$ cat src/rtl/freqdiv_monitor_pkg.sv
// Shared types and constants for the divided-clock monitor.
// This package is imported by the monitor top and its test collateral.
package freqdiv_monitor_pkg;

  typedef enum logic [1:0] {
    IDLE = 2'd0,
    ARM  = 2'd1,
    MEAS = 2'd2
  } state_e;

  // The error code reported is the first cause seen after a clear.
  localparam logic [1:0] ERR_NONE   = 2'b00;
  localparam logic [1:0] ERR_PERIOD = 2'b01;
  localparam logic [1:0] ERR_DUTY   = 2'b10;
  localparam logic [1:0] ERR_STALL  = 2'b11;

endpackage

$ cat src/rtl/freqdiv_sync_edge.sv
// Multi-flop synchronizer with a registered rising-edge detector.
// o_sync and o_rise are aligned, so o_rise marks the first cycle in which o_sync is high.
module freqdiv_sync_edge #(
  parameter int SYNC_STAGES = 2
) (
  input  logic i_clk,
  input  logic i_rst_n,
  input  logic i_async,
  output logic o_sync,
  output logic o_rise
);

  logic [SYNC_STAGES-1:0] r_sync;
  logic                   r_prev;
  logic                   r_rise;

  always_ff @(posedge i_clk or negedge i_rst_n) begin
    if (!i_rst_n) begin
      r_sync <= '0;
      r_prev <= 1'b0;
      r_rise <= 1'b0;
    end else begin
      r_sync <= {r_sync[SYNC_STAGES-2:0], i_async};
      r_prev <= r_sync[SYNC_STAGES-1];
      r_rise <= r_sync[SYNC_STAGES-1] & ~r_prev;
    end
  end

  assign o_sync = r_prev;
  assign o_rise = r_rise;

endmodule

$ cat src/rtl/freqdiv_monitor.sv
// Measures period and high time of the divider output in system-clock cycles,
// checks them against the programmed divisor, and reports lock and sticky errors.
module freqdiv_monitor
  import freqdiv_monitor_pkg::*;
#(
  parameter int CNT_W       = 8,
  parameter int SYNC_STAGES = 2,
  parameter int TIMEOUT     = 64,
  parameter int LOCK_COUNT  = 4
) (
  input  logic             wb_clk_i,
  input  logic             wb_rst_n,
  input  logic             en_i,
  input  logic [3:0]       n_i,
  input  logic             clk_div_i,
  input  logic             err_clr_i,
  output logic [CNT_W-1:0] period_o,
  output logic [CNT_W-1:0] high_o,
  output logic             meas_valid_o,
  output logic             lock_o,
  output logic             err_o,
  output logic [1:0]       err_code_o
);

  localparam int                MW        = $clog2(LOCK_COUNT + 1);
  localparam logic [CNT_W-1:0]  CNT_MAX   = {CNT_W{1'b1}};
  localparam logic [CNT_W-1:0]  TIMEOUT_C = CNT_W'(TIMEOUT);
  localparam logic [MW-1:0]     LOCK_C    = MW'(LOCK_COUNT);
  localparam logic [CNT_W+1:0]  DUTY_TOL  = (CNT_W+2)'(1);

  state_e           r_state;
  logic [CNT_W-1:0] r_per_cnt;
  logic [CNT_W-1:0] r_hi_cnt;
  logic [CNT_W-1:0] r_period;
  logic [CNT_W-1:0] r_high;
  logic [MW-1:0]    r_match;
  logic [3:0]       r_n;
  logic             r_meas_valid;
  logic             r_lock;
  logic             r_err;
  logic [1:0]       r_err_code;

  logic             w_s;
  logic             w_rise;
  logic [CNT_W-1:0] w_per_inc;
  logic [CNT_W-1:0] w_hi_inc;
  logic [MW-1:0]    w_match_inc;
  logic [CNT_W+1:0] w_two_hi;
  logic [CNT_W+1:0] w_per_ext;
  logic [CNT_W+1:0] w_duty_diff;
  logic             w_period_ok;
  logic             w_good;
  logic             w_n_changed;
  logic             w_active;
  logic             w_meas;
  logic             w_stall;
  logic             w_err_new;
  logic [1:0]       w_err_code_new;

  freqdiv_sync_edge #(
    .SYNC_STAGES(SYNC_STAGES)
  ) u_sync (
    .i_clk   (wb_clk_i),
    .i_rst_n (wb_rst_n),
    .i_async (clk_div_i),
    .o_sync  (w_s),
    .o_rise  (w_rise)
  );

  assign w_per_inc   = (r_per_cnt == CNT_MAX) ? r_per_cnt : r_per_cnt + 1'b1;
  assign w_hi_inc    = (w_s && (r_hi_cnt != CNT_MAX)) ? r_hi_cnt + 1'b1 : r_hi_cnt;
  assign w_match_inc = (r_match == LOCK_C) ? r_match : r_match + 1'b1;

  // Duty check: twice the high time may differ from the period by at most one cycle.
  assign w_two_hi    = {1'b0, r_hi_cnt, 1'b0};
  assign w_per_ext   = {2'b00, r_per_cnt};
  assign w_duty_diff = (w_two_hi >= w_per_ext) ? (w_two_hi - w_per_ext) : (w_per_ext - w_two_hi);
  assign w_period_ok = (r_per_cnt == CNT_W'(n_i));
  assign w_good      = w_period_ok && (w_duty_diff <= DUTY_TOL);

  // A disable or divisor change overrides any measurement or stall in the same cycle.
  assign w_n_changed    = (r_state != IDLE) && (n_i != r_n);
  assign w_active       = en_i && !w_n_changed && (r_state != IDLE);
  assign w_meas         = w_active && (r_state == MEAS) && w_rise;
  assign w_stall        = w_active && !w_rise && (r_per_cnt >= TIMEOUT_C);
  assign w_err_new      = (w_meas && !w_good) || w_stall;
  assign w_err_code_new = w_stall ? ERR_STALL : (w_period_ok ? ERR_DUTY : ERR_PERIOD);

  always_ff @(posedge wb_clk_i or negedge wb_rst_n) begin
    if (!wb_rst_n) begin
      r_state      <= IDLE;
      r_per_cnt    <= '0;
      r_hi_cnt     <= '0;
      r_period     <= '0;
      r_high       <= '0;
      r_match      <= '0;
      r_n          <= '0;
      r_meas_valid <= 1'b0;
      r_lock       <= 1'b0;
    end else begin
      r_n          <= n_i;
      r_meas_valid <= 1'b0;
      if (!en_i || w_n_changed) begin
        r_state   <= en_i ? ARM : IDLE;
        r_per_cnt <= '0;
        r_hi_cnt  <= '0;
        r_match   <= '0;
        r_lock    <= 1'b0;
      end else begin
        case (r_state)
          IDLE: r_state <= ARM;
          ARM: begin
            if (w_rise) begin
              r_state   <= MEAS;
              r_per_cnt <= CNT_W'(1);
              r_hi_cnt  <= CNT_W'(1);
            end else if (w_stall) begin
              r_per_cnt <= '0;
              r_hi_cnt  <= '0;
              r_match   <= '0;
              r_lock    <= 1'b0;
            end else begin
              r_per_cnt <= w_per_inc;
            end
          end
          MEAS: begin
            if (w_rise) begin
              r_period     <= r_per_cnt;
              r_high       <= r_hi_cnt;
              r_meas_valid <= 1'b1;
              r_per_cnt    <= CNT_W'(1);
              r_hi_cnt     <= CNT_W'(w_s);
              if (w_good) begin
                r_match <= w_match_inc;
                r_lock  <= (w_match_inc == LOCK_C);
              end else begin
                r_match <= '0;
                r_lock  <= 1'b0;
              end
            end else if (w_stall) begin
              r_state   <= ARM;
              r_per_cnt <= '0;
              r_hi_cnt  <= '0;
              r_match   <= '0;
              r_lock    <= 1'b0;
            end else begin
              r_per_cnt <= w_per_inc;
              r_hi_cnt  <= w_hi_inc;
            end
          end
          default: r_state <= IDLE;
        endcase
      end
    end
  end

  // Only the first cause is kept; a new error beats a simultaneous clear.
  always_ff @(posedge wb_clk_i or negedge wb_rst_n) begin
    if (!wb_rst_n) begin
      r_err      <= 1'b0;
      r_err_code <= ERR_NONE;
    end else if (w_err_new) begin
      r_err <= 1'b1;
      if (!r_err || err_clr_i) begin
        r_err_code <= w_err_code_new;
      end
    end else if (err_clr_i) begin
      r_err      <= 1'b0;
      r_err_code <= ERR_NONE;
    end
  end

  assign period_o     = r_period;
  assign high_o       = r_high;
  assign meas_valid_o = r_meas_valid;
  assign lock_o       = r_lock;
  assign err_o        = r_err;
  assign err_code_o   = r_err_code;

endmodule

$ cat config.mk
export PLATFORM = sky130hd
export DESIGN_NAME = freqdiv_monitor
export DESIGN_NICKNAME = d
export VERILOG_FILES = /design/src/rtl/freqdiv_monitor_pkg.sv /design/src/rtl/freqdiv_sync_edge.sv /design/src/rtl/freqdiv_monitor.sv
export SDC_FILE = /design/constraint.sdc
export NUM_CORES = 1
export LEC_CHECK = 0
export BUFFER_PORTS_ARGS = -buffer_cell sky130_fd_sc_hd__buf_2
export CORE_ASPECT_RATIO = 1.5
export CORE_MARGIN = 2
export CORE_UTILIZATION = 54
export CTS_CLUSTER_SIZE = 10
export DETAILED_ROUTE_END_ITERATION = 10
export PLACE_DENSITY = 0.76
export RECOVER_POWER = 50
export SYNTH_ARGS = -nofsm -noshare
export SYNTH_HDL_FRONTEND = slang
export SYNTH_SLANG_ARGS = --single-unit
$ cat constraint.sdc
create_clock -name wb_clk_i -period 3.4 [get_ports wb_clk_i]
set_clock_uncertainty 0.2 [all_clocks]
set_input_delay 0.85 -clock wb_clk_i [delete_from_list [all_inputs] [get_ports wb_clk_i]]
set_output_delay 0.85 -clock wb_clk_i [all_outputs]
set_load 0.005 [all_outputs]
==> results of run 1 <==
## worst register-to-register path, stage by stage, from the launching register on
cell	delay (ps)
dfrtp_1	480
ha_1	420
and2_1	210
a31oi_1	260
a31oi_1	150
xnor2_1	150
or4_4	610
a2111oi_4	490
a31oi_1	140
nor2_1	130
## cell type report
type	instances	area, um2	share of cell area
timing repair buffer	54	324	0.0839
clock buffer	5	68.8	0.0178
sequential	50	1250	0.325
tap	74	92.6	0.0240
multi-input combinational	290	1980	0.512
inverter	31	116	0.0301
clock inverter	3	28.8	0.00745
## repair_timing
| item | CTS | global route |
|---|---|---|
| gates resized for setup | 0 | 11 |
| setup endpoints to repair | 1 | 7 |
| hold buffers | 0 | 0 |
| pin swaps | 1 | 6 |
## metrics by stage
step	utilization	setup slack (ps)	std cells	hold slack [ps]	area, um2
6_report	0.634	105	507	164	3860
5_1_grt	0.634	0.834	507	172	3860
2_1_floorplan	-	73.6	387	131	3380
3_5_place_dp	0.613	25.6	499	146	3730
3_3_place_gp	0.613	84.2	499	134	3730
4_1_cts	0.629	10.8	507	170	3830
## synthesized netlist by cell type (3+ instances only)
master | instances | area (um2)
nor3b_1 | 3 | 22.5
ha_1 | 24 | 300
nor3_1 | 11 | 55.1
nor2b_1 | 6 | 37.5
a31oi_1 | 5 | 31.3
o21ai_0 | 31 | 155
a21o_1 | 4 | 30.0
mux2i_1 | 3 | 30.0
nand2b_1 | 6 | 37.5
o221ai_1 | 3 | 26.3
xnor2_1 | 12 | 105
and2_1 | 4 | 25.0
nand4_1 | 12 | 75.1
dfrtp_1 | 50 | 1250
buf_2 | 4 | 20.0
inv_1 | 31 | 116
clkbuf_1 | 9 | 33.8
a211oi_1 | 6 | 45.0
and3_1 | 4 | 25.0
a22oi_1 | 3 | 22.5
xor2_1 | 4 | 35.0
nor2_1 | 20 | 75.1
a21oi_1 | 26 | 130
nand3_1 | 9 | 45.0
nand2_1 | 46 | 173
or3_1 | 4 | 25.0
## cells by family (layout without fill, tap and decap cells)
family          Yosys count  in the layout  share of synthesized area
simple gates            138            138                      0.207
xor+xnor                 16             16                     0.0414
flops                    50             50                      0.370
compound gates          107            107                      0.214
buf+inv                  47             93                     0.0580
fa+ha+maj                26             26                      0.101
mux                       3              3                    0.00887
## routing by layer
layer / wire length, um / part of all wire / vias to the layer above / track usage
li1: - / - / 1473 / -
met1: 3340 / 0.40 / 1435 / 0.315
met2: 4510 / 0.54 / 84 / 0.484
met3: 285 / 0.034 / 19 / 0.0291
met4: 219 / 0.026 / 0 / 0.122
met5: 0 / 0 / - / 0
## layout by cell type, fill, tap and decap left out, types with 9 or more instances in the layout
| cell type | instances |
|---|---|
| a21oi_1 | 26 |
| buf_2 | 24 |
| buf_4 | 24 |
| dfrtp_1 | 48 |
| ha_1 | 23 |
| inv_1 | 29 |
| nand2_1 | 46 |
| nand3_1 | 9 |
| nand4_1 | 12 |
| nor2_1 | 20 |
| nor3_1 | 11 |
| o21ai_0 | 31 |
| xnor2_1 | 12 |
## worst paths after layout
check	startpoint	to	slack [ps]	depth (start not counted)
worst max-delay path	r_hi_cnt[3]	r_match[2]	100	9
max in group asynchronous	wb_rst_n	r_per_cnt[2]	1120	2
min in group asynchronous	wb_rst_n	period_o[1]	430	1
worst max register to register	r_hi_cnt[3]	r_match[2]	100	9
worst min-delay path	u_sync.r_sync[0]	u_sync.r_sync[1]	160	0
worst min register to register	u_sync.r_sync[0]	u_sync.r_sync[1]	160	0
## report_power, final
part           switching, uW  total [uW]  internal, uW
Clock                    239         392           153
Sequential              29.3         658           629
Combinational            529         879           350
## sequential cells by signal, indices dropped and copies added (netlist names)
name,flops
r_per_cnt,8
lock_o,1
u_sync.r_sync,2
meas_valid_o,1
high_o,8
r_n,4
err_o,1
u_sync.o_sync,1
err_code_o,2
r_state,2
r_hi_cnt,8
period_o,8
r_match,3
u_sync.o_rise,1
==> results.md, run 1 <==
- Outcome: finished clean
- Number of vias after detailed routing: roughly 3000
- GP Congestion: between 1 and 1.5
- Largest stage delay, worst path: between 600 and 700 ps
- Crit path max-delay family: compound AO/OA/AOI/OAI gates
- Synth Area per Inst: 8.75 um2
- Height of the chip: roughly 100 um
- DRC viols: 0
- Cell occurring most often along the worst timing path: a31oi_1
- Max Buffers Root-to-Sink: 2
- Number of global-route vias before repair: 2975
- Average wire per standard cell: 16.5 um
- Total wire length: between 8000 and 9000 um
- Path class of the lowest-slack min-delay path: reg2reg
- Port bufs: 29
- Horizontal extent of the die: roughly 69 um
- Required @ worst endpoint: 3450 ps
- Drt first-iter violations: 207
- # clock sinks: 50
- First-pass iteration count of the detailed router: 4
- Synth Net Count: 422
- Floorplan row count: 35
- Number of warning messages in the yosys log: 0
- Share of synthesized flip-flops with an asynchronous set or reset: 1.00
- Tightest Pin Transition: between 900 and 1000 ps
- Share of synthesized area occupied by flip-flops and latches: 0.370
- Floorplan Core Area: 6090 um2
- Clock insertion delay at the later pin of the skew report: 320 ps
- Unrepaired setup endpoints after global routing: no
- Dominant synthesized flop cell: dfrtp_1
- Overall die area: 6930 um2
- CP Class: reg2reg
- Number of endpoints failing setup at the final stage: 0
- Number of pins exceeding their max-slew limit in the final report: 0
- Number of buffers and inverters on the critical path: 0
- Sum of internal, switching and leakage power: between 1500 and 2000 uW
- Achievable clock frequency: a little over 300 MHz
- Crit Path Max Fanout: 8
- Routed vias/inst: a little under 6
- Wire length of the first global-routing pass: 14200 um
- Standard cell with the maximum stage delay on the critical path: or4_4
- Critical-path cell list: ha_1 -> and2_1 -> a31oi_1 -> a31oi_1 -> xnor2_1 -> or4_4 -> a2111oi_4 -> a31oi_1 -> nor2_1
- Number of nets in the finished design: 467
- Hold violation total from the final report: 0
- Antenna violations before repair: 0
- CTS clk-pin slew, worst paths: approximately 110 ps
- Count of H-tree levels built during CTS: 2
- Master cell of the clock root buffer: clkbuf_8
- Number of routed nets with antenna violations: 0
- Clock tree from TritonCTS: yes
- Final Critical Period: 3300 ps
- Share of cells above drive strength 1: 0.173
- P_leak: 0.00179 uW
- Worst endpoint data arrival time: 3340 ps
- Congestion Overflow GR: 0
- Number of top-level pins: 30
- Combined global-route utilization of all metal layers: 0.272
- Post-synthesis cell area: around 3400 um2
- Max-Cap Viols: 0
- Syn Inst Count: 387
- Slew margin rel.: 0.385
- Number of antenna cells inserted: 0
- Final worst path period share: 0.969
- Number of distinct library cell variants in the gate-level netlist after synthesis: 61
- Post-detail-place hpwl: between 6000 and 7000 um
- Layout-stage area growth over the synthesis result: 14.1%
- Pin count of the biggest net entering global routing: 37
- Filler cell count: 530
- Sort of element at the end of the critical path: flip-flop
- Starting density of the core: 0.556
- Sort of element at the start of the critical path: flip-flop
- Post-Route Setup TNS: 0 ps
- Power density normalized to cell area: 500 nW/um2
- Number of flops mapped to enable cells by yosys: 0
- Highest ir drop seen on vdd: 396 uV
- Synthesized flop and latch total: 50
- Number of CTS-inserted buffers: 5
- Buffer count from post-CTS setup fixing: 0
Note: power is estimated with default switching activity, not from simulation.
==> inputs of run 2 (changes only) <==
--- a/config.mk
+++ b/config.mk
@@ -11,7 +11,7 @@
 export CORE_UTILIZATION = 54
 export CTS_CLUSTER_SIZE = 10
 export DETAILED_ROUTE_END_ITERATION = 10
-export PLACE_DENSITY = 0.76
+export PLACE_DENSITY = 0.79
 export RECOVER_POWER = 50
 export SYNTH_ARGS = -nofsm -noshare
 export SYNTH_HDL_FRONTEND = slang
==> results.md, run 2 (synthesis results as in run 1) <==
- Outcome: finished clean
- Commonest cells after routing, fill and taps aside: dfrtp_1, nand2_1, o21ai_0
- Worst endpoint data arrival time: ~3300 ps
- Master cell of the clock root buffer: clkbuf_8
- Count of H-tree levels built during CTS: 2
- Number of routed nets with antenna violations: 0
- Largest stage delay, worst path: 450 ps
- Required @ worst endpoint: 3450 ps
- Filler-free cell count of the finished design: 507
- Crit Path Max Fanout: 5
- Clock tree from TritonCTS: yes
- Path class of the lowest-slack min-delay path: reg2reg
- Net Switching: 797 uW
- Final worst path period share: 0.966
- Antenna violations before repair: 0
- Pin count of the biggest net entering global routing: 44
- Achievable clock frequency: 305 MHz
- Height of the chip: 101 um
- Standard cell with the maximum stage delay on the critical path: a2111oi_4
- Part of the total power dissipated in sequential elements: 0.339
- Floorplan row count: 35
- Total wire length: 8840 um
- Crit path max-delay family: compound AO/OA/AOI/OAI gates
- CTS clk-pin slew, worst paths: 100 ps
- Max Buffers Root-to-Sink: 2
- Congestion Overflow GR: 0
- Hold violation total from the final report: 0
- Filler cell count: 522
- Most common library cell in the layout ignoring fill and taps: dfrtp_1
- Met3 Routed Length: between 300 and 400 um
- Sort of element at the end of the critical path: flip-flop
- Tightest Pin Transition: 1010 ps
- Number of top-level pins: 30
- Worst Hold Margin: 171 ps
- GP Congestion: 0.931
- Topmost layer with routed signal wires: met4
- Number of nets in the finished design: between 400 and 500
- Routed vias/inst: 6.12
- # clock sinks: 50
- Number of buffers and inverters on the critical path: 1
- Power density normalized to cell area: 503 nW/um2
- Overall die area: 6930 um2
- Placed Cells: around 500
- Clock insertion delay at the later pin of the skew report: between 300 and 400 ps
- Sort of element at the start of the critical path: flip-flop
- Number of vias after detailed routing: 3104
- Layout-stage area growth over the synthesis result: 14.0%
- Combined global-route utilization of all metal layers: 0.276
- Number of CTS-inserted buffers: 5
- Number of antenna cells inserted: 0
- Met2 wire length: about 4700 um
- Share of cells above drive strength 1: 0.171
- Highest ir drop seen on vdd: roughly 410 uV
- Internal power: 1150 uW
- Slew margin rel.: 0.328
- Clk network pwr share: 0.199
- Average wire per standard cell: about 17 um
- Detailed-routing wirelength on met1: about 3400 um
- Quantity of hold-fixing buffers added after cts: 0
- Floorplan Core Area: 6090 um2
- Switching fraction of total power: 0.410
- Combinational group share of total power: 0.462
- CP Class: reg2reg
- Wire length of the first global-routing pass: 14300 um
- Starting density of the core: 0.556
- Port bufs: 29
- Final Critical Period: 3280 ps
- Max-Cap Viols: 0
- Number of pins exceeding their max-slew limit in the final report: 0
- Drt first-iter violations: 221
- Number of endpoints failing setup at the final stage: 0
- P_leak: 0.00179 uW
- Horizontal extent of the die: about 69 um
- First-pass iteration count of the detailed router: 5
- Number of global-route vias before repair: 3023
- DRC viols: 0
- Post-detail-place hpwl: 6750 um
- Critical-path cell list: buf_4 -> fa_1 -> nand2b_4 -> o2bb2ai_1 -> a31o_2 -> a211oi_1 -> and3b_1 -> a2111oi_4 -> a31oi_1 -> nor2_1
[run 2: what timing repair did]
item / CTS / global route
resized for setup: 0 / 10
buffers inserted: 0 / 1
endpoints found under the setup margin: 0 / 7
[run 2: area by class of cell]
class	count	area (um2)	share of cell area
timing repair buffer	54	323	0.0837
sequential	50	1250	0.325
inverter	31	116	0.0302
clock buffer	5	68.8	0.0178
clock inverter	3	28.8	0.00746
multi-input combinational	290	1980	0.512
tap	74	92.6	0.0240
[run 2: power by group through the flow]
stage | Clock [uW] | Combinational (uW) | Sequential, uW
2_1_floorplan | 0 | 610 | 671
3_3_place_gp | 0 | 826 | 665
3_5_place_dp | 0 | 846 | 668
4_1_cts | 393 | 851 | 656
5_1_grt | 413 | 985 | 663
6_report | 386 | 898 | 658
[run 2: through the flow]
step           setup TNS, ps  setup WS [ps]  area [um2]  total power, uW   util
5_1_grt                -9.28          -9.28        3860             2060  0.634
3_5_place_dp               0           20.2        3720             1510  0.612
3_3_place_gp               0           83.7        3720             1490  0.612
4_1_cts                    0           27.2        3820             1900  0.628
2_1_floorplan              0           73.6        3380             1280      -
6_report                   0            116        3860             1940  0.634
[run 2: metal layers]
metal | vias up | GRT usage
met5 | - | 0
met4 | 0 | 0.162
met3 | 31 | 0.0346
met2 | 102 | 0.474
met1 | 1497 | 0.316
li1 | 1474 | -
[run 2: final timing paths]
path / from / endpoint / slack (ps) / cells past startpoint
worst max-delay path: r_per_cnt[1] / r_match[2] / 120 / 10
worst min register to register: u_sync.r_sync[0] / u_sync.r_sync[1] / 170 / 0
min in group asynchronous: wb_rst_n / period_o[1] / 500 / 1
max in group asynchronous: wb_rst_n / r_hi_cnt[6] / 1620 / 2
worst max register to register: r_per_cnt[1] / r_match[2] / 120 / 10
worst min-delay path: u_sync.r_sync[0] / u_sync.r_sync[1] / 170 / 0
[run 2: worst reg2reg max path: cells and delay by family, from the launching register on]
kind            cells  cell delay [ps]
simple gates        3              570
buf+inv             1              170
fa+ha+maj           1              420
compound gates      5             1440
flops               1              410
